## config.mk

```make
export PLATFORM = sky130hd
export DESIGN_NAME = mem_delay_timer
export DESIGN_NICKNAME = d
export VERILOG_FILES = /design/src/rtl/mem_delay_pkg.sv /design/src/rtl/mem_delay_chan.sv /design/src/rtl/mem_delay_timer.sv
export SDC_FILE = /design/constraint.sdc
export NUM_CORES = 1
export LEC_CHECK = 0
export BUFFER_PORTS_ARGS = -buffer_cell sky130_fd_sc_hd__buf_2
export CAP_MARGIN = 40
export CORE_MARGIN = 10
export CORE_UTILIZATION = 45
export CTS_CLUSTER_SIZE = 28
export DETAILED_ROUTE_END_ITERATION = 10
export PLACE_DENSITY = 0.66
export SYNTH_ARGS = -nofsm -noshare
export SYNTH_HDL_FRONTEND = slang
export SYNTH_HIERARCHICAL = 1
export SYNTH_SLANG_ARGS = --single-unit
```

## constraint.sdc

```tcl
create_clock -name i_clk -period 6.6 [get_ports i_clk]
set_input_delay 0.33 -clock i_clk [delete_from_list [all_inputs] [get_ports i_clk]]
set_output_delay 0.33 -clock i_clk [all_outputs]
set_load 0.03 [all_outputs]
```

## src/rtl/mem_delay_pkg.sv

```systemverilog
// Shared constants and helpers for the multi-channel memory delay timer.
// Holds the LFSR definition, the mode encoding and the per-channel state type.
package mem_delay_pkg;

    localparam logic        MODE_FIXED   = 1'b0;
    localparam logic        MODE_RAND    = 1'b1;
    localparam int          LFSR_W       = 16;
    localparam logic [15:0] LFSR_POLY    = 16'hB400;
    localparam logic [15:0] DEFAULT_SEED = 16'hACE1;

    typedef enum logic {CH_IDLE = 1'b0, CH_RUN = 1'b1} chan_state_t;

    // Right-shifting Galois form: feedback taps are XORed in when bit 0 falls out.
    function automatic logic [LFSR_W-1:0] lfsr_step(input logic [LFSR_W-1:0] v);
        return v[0] ? ((v >> 1) ^ LFSR_POLY) : (v >> 1);
    endfunction

    function automatic logic [LFSR_W-1:0] rotl(input logic [LFSR_W-1:0] v, input int k);
        logic [2*LFSR_W-1:0] d;
        d = {v, v} << (k % LFSR_W);
        return d[2*LFSR_W-1 -: LFSR_W];
    endfunction

endpackage

```

## src/rtl/mem_delay_chan.sv

```systemverilog
// One delay channel: IDLE/RUN state, cycle counter and latched bound.
// A zero bound is promoted to one so every start produces a done pulse.
module mem_delay_chan
    import mem_delay_pkg::*;
#(
    parameter int CNT_W = 8
) (
    input  logic             clk,
    input  logic             rst,
    input  logic             start,
    input  logic             cancel,
    input  logic [CNT_W-1:0] bound_in,
    output logic             busy,
    output logic             done,
    output logic [CNT_W-1:0] remain
);

    chan_state_t      state, state_nxt;
    logic [CNT_W-1:0] cnt;
    logic [CNT_W-1:0] bound;

    always_ff @(posedge clk) begin
        if (rst) state <= CH_IDLE;
        else     state <= state_nxt;
    end

    // Start takes priority over cancel and over completion (restart semantics).
    always_ff @(posedge clk) begin
        if (rst) begin
            cnt   <= '0;
            bound <= '0;
        end else if (start) begin
            cnt   <= '0;
            bound <= (bound_in == '0) ? CNT_W'(1) : bound_in;
        end else if (state == CH_RUN && !cancel && !done) begin
            cnt <= cnt + CNT_W'(1);
        end else begin
            cnt <= '0;
        end
    end

    always_comb begin
        state_nxt = state;
        if (start)
            state_nxt = CH_RUN;
        else if (state == CH_RUN && (cancel || done))
            state_nxt = CH_IDLE;
    end

    always_comb begin
        busy   = (state == CH_RUN);
        done   = busy && (cnt == bound - CNT_W'(1));
        remain = busy ? (bound - CNT_W'(1) - cnt) : '0;
    end

endmodule

```

## src/rtl/mem_delay_timer.sv

```systemverilog
// Multi-channel programmable delay timer for memory latency emulation.
// Holds the shared LFSR, picks fixed or random bounds and fans out to channels.
module mem_delay_timer
    import mem_delay_pkg::*;
#(
    parameter int          NCH   = 2,
    parameter int          CNT_W = 8,
    parameter logic [15:0] SEED  = DEFAULT_SEED
) (
    input  logic                 i_clk,
    input  logic                 i_rst,
    input  logic [NCH-1:0]       i_start,
    input  logic [NCH-1:0]       i_cancel,
    input  logic [NCH-1:0]       i_mode,
    input  logic [NCH*CNT_W-1:0] i_bound,
    input  logic [CNT_W-1:0]     i_rand_mask,
    output logic [NCH-1:0]       o_busy,
    output logic [NCH-1:0]       o_done,
    output logic [NCH*CNT_W-1:0] o_remain
);

    logic [LFSR_W-1:0] lfsr;

    always_ff @(posedge i_clk) begin
        if (i_rst) lfsr <= SEED;
        else       lfsr <= lfsr_step(lfsr);
    end

    // Each channel sees the LFSR rotated by its index so simultaneous starts differ.
    for (genvar k = 0; k < NCH; k++) begin : g_ch
        logic [CNT_W-1:0] rnd;
        logic [CNT_W-1:0] bsel;

        assign rnd  = CNT_W'(rotl(lfsr, k)) & i_rand_mask;
        assign bsel = (i_mode[k] == MODE_RAND) ? rnd : i_bound[k*CNT_W +: CNT_W];

        mem_delay_chan #(.CNT_W(CNT_W)) u_chan (
            .clk      (i_clk),
            .rst      (i_rst),
            .start    (i_start[k]),
            .cancel   (i_cancel[k]),
            .bound_in (bsel),
            .busy     (o_busy[k]),
            .done     (o_done[k]),
            .remain   (o_remain[k*CNT_W +: CNT_W])
        );
    end

endmodule

```

=== After elaboration in Yosys (flattened, before gate mapping) ===
Index checks and enable logic that the tools add are counted.

* Shift operators: 0
* Divide/modulo/power cells: 0
* Reductions and logical operators: 20
* $add $sub $neg: 6
* Bitwise logic cells: 5
* Multipliers: 0
* Muxes and demuxes: 11
* $lt $le $gt $ge: 0
* Equal/unequal tests: 2

{| class="wikitable"
|+ Operators with widths
! cell !! number
|-
| 8-bit 2-to-1 mux || 6
|-
| 8-bit by 1-bit adder with 8-bit output (second input constant) || 2
|-
| 8-bit bitwise AND || 2
|-
| 8-bit equality test || 2
|-
| 8-bit zero test || 2
|-
| 16-bit 2-to-1 mux || 1
|-
| 8-bit by 1-bit subtractor with 8-bit output (second input constant) || 2
|-
| 8-bit subtractor || 2
|-
| 1-bit logical AND || 8
|-
| 3-bit OR reduction || 2
|-
| 1-bit zero test || 4
|-
| 1-bit 2-to-1 mux || 4
|-
| 3-bit NOT with 4-bit output || 1
|-
| 2-bit nonzero test || 2
|-
| 1-bit logical OR || 2
|-
| 1-bit NOT || 2
|}

* Memories: 0
* Latch bits: 0
* Bits in writable memories: 0
* Register bits after elaboration: 50
* Word-level logic and storage cells: 51
* Input port bits: 32
* Bits in read-only memories: 0

=== Logic depth before layout (Yosys ltp) ===
* Depth in word-level cells: 7
* Mapped depth: 10

=== Cells and area by module ===
Netlist, hierarchy kept.

{| class="wikitable"
|+ By module, submodules not included
! module !! instances !! area each (µm²) !! cells each
|-
| mem_delay_chan at g_ch[0].u_chan || 1 || 1,187.4 || 137
|-
| mem_delay_chan at g_ch[1].u_chan || 1 || 1,161.1 || 135
|-
| mem_delay_timer || 1 || 713.2 || 87
|}

=== Worst setup path after synthesis ===
No wires, ideal clock.

* Path type: flip-flop to output port
* From: register g_ch[1].u_chan.bound[0]
* To: output port o_remain[14]
* Stages on the path, launching flop included: 8
* Arrival time: 2.716 ns
* Data required time: 6.270 ns
* Setup slack: 3.554 ns
* Buffers on the path: 0
* Cells stage by stage: dfxtp_1 -> inv_1 -> ha_1 -> fa_1 -> nor2b_1 -> o21a_1 -> o21ai_0 -> o311ai_0

* Longest elaborated chain between the ends: 3

{| class="wikitable"
|+ Ends and longest elaborated chain
! element !! line !! source
|-
| from (decl) || mem_delay_chan.sv:20 || <nowiki>logic [CNT_W-1:0] bound;</nowiki>
|-
| from (signal assigned) || mem_delay_chan.sv:34 || <nowiki>bound <= (bound_in == '0) ? CNT_W'(1) : bound_in;</nowiki>
|-
| 8-bit by 1-bit subtractor with 8-bit output || mem_delay_chan.sv:53 || <nowiki>remain = busy ? (bound - CNT_W'(1) - cnt) : '0;</nowiki>
|-
| 8-bit subtractor || mem_delay_chan.sv:53 ||
|-
| 8-bit 2-to-1 mux || mem_delay_chan.sv:53 ||
|-
| to (decl) || mem_delay_timer.sv:19 || <nowiki>output logic [NCH*CNT_W-1:0] o_remain</nowiki>
|}

No other way between the ends.

=== Worst setup path after layout ===
* From: register g_ch[1].u_chan.bound[2]
* To: output port o_remain[15]

The elaborated chain is that of the path after synthesis.

==> impl_metrics.toml <==
[routing]
drc = 0
viasPerCell = 5.18
via_count = 2510
ant_nets = 0
drt_iter0_drc = 77
wl_per_cell_microns = 13.3
drt_wl_total_mm = 6.45
firstDrtPassIters = 4

[cts]
ctsHoldBuffers = 0
clockRootBuffer = "clkbuf_8"
insertion_delay_ps = 300
post_cts_buffers = 0
cts_tree = "built"
numCtsBuffers = 5
htree_levels = 2
path_clk_slew_ps = 80
cts_buffer_depth = 2
cts.sink_count = 50
ctsResizeCount = 0

[timing]
report.final.setup_viol = 0
setup_tns_ps = 0
hold_viol = 0
worst_pin_slew_ps = 618
slew-limit-headroom_pct = 58.8
finalCritPeriodShare_pct = 47.6
skew_ps = 8.27
drv_slew = 0
fin_crit_ps = 3140
fmax_mhz = 318
setup_ws_ps = 3460
hold_ws_ps = 416
rsz0062_at_grt = "no"

[critical_path]
critPathMaxFanout = 5
regToRegStartpoint = "g_ch[1].u_chan/bound[2]$_SDFFE_PP0P_"
r2r_cells = 7
worst-path-buf-inv = 1
cp-end-kind = "output port"
crit_family = "simple AND/OR/NAND/NOR gates"
cp_cell_sequence = "or4_4 > nor2_1 > xor2_1 > ha_1 > o21a_1 > o21ai_0 > a21oi_1 > or3_1 > a21boi_1 > buf_2"
critPathRequiredTime_ps = 6270
startpoint_type = "flop"
worstPathArrival_ps = 2810
cp_slowest_stage_delay_ps = 560
reg2reg_slack_ps = 4170
timing.rr.end = "g_ch[1].u_chan/cnt[1]$_SDFF_PP0_"
critPathSlowestCell = "or4_4"
critPathKind = "flop to output port"

[yosys]
ys_top_cells_by_area = "dfxtp_1 33%, ha_1 7.4%, xnor2_1 5.4%, mux2i_1 5.2%, inv_1 4.7%"
netlist_area_sq_um = 3060
synthesis.instances = 359
synth.distinct_cells = 45
yosys.area.top_type_share_pct = 32.7
synth_area_per_cell_sq_um = 8.53
async_reset_ff_share_pct = 0
yosysTopAreaCell = "dfxtp_1"
synth_top_flop_cell = "dfxtp_1"
synth_seq_cells = 50
synth_enable_flop_cells = 0
synth_nets = 411
ys_warn_count = 6
ys_seq_area_share_pct = 32.7

[place]
dp_hpwl_mm = 5.19
portBuffers = 51
dpl_worst_slack_ps = 3800
routabilityCongestion = 0.817
place_inst = 478

[layout]
nNetsFinal = 457
syn2layout_area_growth_pct = 13.3
nFillCells = 636
num_antenna_cells = 0
final_layout_size_suffix_gt1_share_pct = 17.8
layoutNonFillerInstCount = 485
final_common_cell = "buf_2"
mostFrequentLayoutCells = "51 x buf_2, 50 x dfxtp_1, 38 x inv_1"

[global_route]
grt_max_degree = 37
grt_first_pass_wirelength_mm = 10.9
globalRouteTotalUtil_pct = 12.5
grt_pass1_vias = 2455
antenna_found_initial = 0
grt-ovfl-total = 0

[floorplanning]
rows = 30
start_util_pct = 45.6
die_area_sq_um = 10500
ioPinCount = 52
design.core.area_sq_um = 6720
fp.dieH_microns = 102
die_w_microns = 102

[power]
cellLeakagePower_nw = 1.49
p_per_area_nw_per_um2 = 222
peakVddDrop_mv = 0.110

[status]
outcome = "completed"

[worst_hold_path]
hold-path-cell-count = 1
hp-start = "lfsr[12]$_SDFF_PP0_"
hp-class = "flop to flop"
min_to = "lfsr[11]$_SDFF_PP1_"

[run]
maxCapViolCount = 0
==> kinds of logic after synthesis <==
| group | synth area share, % |
|---|---|
| compound gates | 11.5 |
| mux | 5.23 |
| xor+xnor | 8.54 |
| fa+ha+maj | 8.66 |
| buf+inv | 6.62 |
| simple gates | 26.8 |
| flops | 32.7 |
==> layer usage <==
metal | wire, microns | GRT usage (%) | up-vias
met5 | 0 | 0 | -
met4 | 79 | 3.58 | 0
met3 | 236 | 2.84 | 9
met2 | 3070 | 21.2 | 36
met1 | 3070 | 15.3 | 1148
li1 | - | - | 1317
==> per-stage QoR <==
stage | util (%) | area, sq um | total power [mW]
final | 51.6 | 3470 | 0.770
after global routing | 51.6 | 3470 | 0.818
after CTS | 51.6 | 3470 | 0.779
after detailed placement | 50.0 | 3360 | 0.563
after global placement | 50.0 | 3360 | 0.561
after floorplan | - | 3060 | 0.510
==> Yosys cell counts, types with 8 or more instances <==
master   number
inv_1        38
dfxtp_1      50
nand3_1      23
xnor2_1      19
nor3_1       28
o21ai_0      21
mux2i_1      16
nor2_1       25
nand2_1      10
a21oi_1       8
nor2b_1      16
xor2_1        9
ha_1         18
==> flip-flops by register name (all words and copies together), names as in the netlist <==
name / flops
g_ch.u_chan/busy: 2
lfsr: 16
g_ch.u_chan/cnt: 16
g_ch.u_chan/bound: 16
==> report_power, final <==
part | switching [mW] | internal, mW | total [mW]
logic | 0.132 | 0.0934 | 0.225
clock network | 0.0939 | 0.121 | 0.215
registers | 0.0148 | 0.315 | 0.330
total | 0.241 | 0.530 | 0.770
==> how the worst max path moves through the flow <==
stage                               to  depth (start not counted)                            startpoint  slack [ps]
after floorplan           o_remain[14]                          7  g_ch[1].u_chan/bound[0]$_SDFFE_PP0P_        3550
after global placement    o_remain[15]                         10  g_ch[1].u_chan/bound[2]$_SDFFE_PP0P_        3860
after detailed placement  o_remain[15]                         10  g_ch[1].u_chan/bound[2]$_SDFFE_PP0P_        3800
after CTS                 o_remain[15]                         10  g_ch[1].u_chan/bound[2]$_SDFFE_PP0P_        3440
after global routing      o_remain[15]                         10  g_ch[1].u_chan/bound[2]$_SDFFE_PP0P_        3280
final                     o_remain[15]                         10  g_ch[1].u_chan/bound[2]$_SDFFE_PP0P_        3460
==> layout make-up <==
cell class	count	area [sq um]	share of cell area (%)
Sequential cell	50	1000	28.8
Tap cell	80	100	2.88
Clock buffer	6	82.6	2.38
Clock inverter	1	30.0	0.865
Multi-Input combinational cell	259	1860	53.6
Inverter	38	143	4.11
Timing Repair Buffer	51	255	7.36
==> worst register-to-register path, delay by kind of cell, from the launching register on <==
kind / cells / cell delay (ps)
AOI/OAI and AO/OA: 1 / 490
xor gates and xnor gates: 1 / 90
adders and majority gates: 1 / 360
DFF: 1 / 360
and+or+nand+nor: 4 / 1010
(Power assumes the default switching activity.)
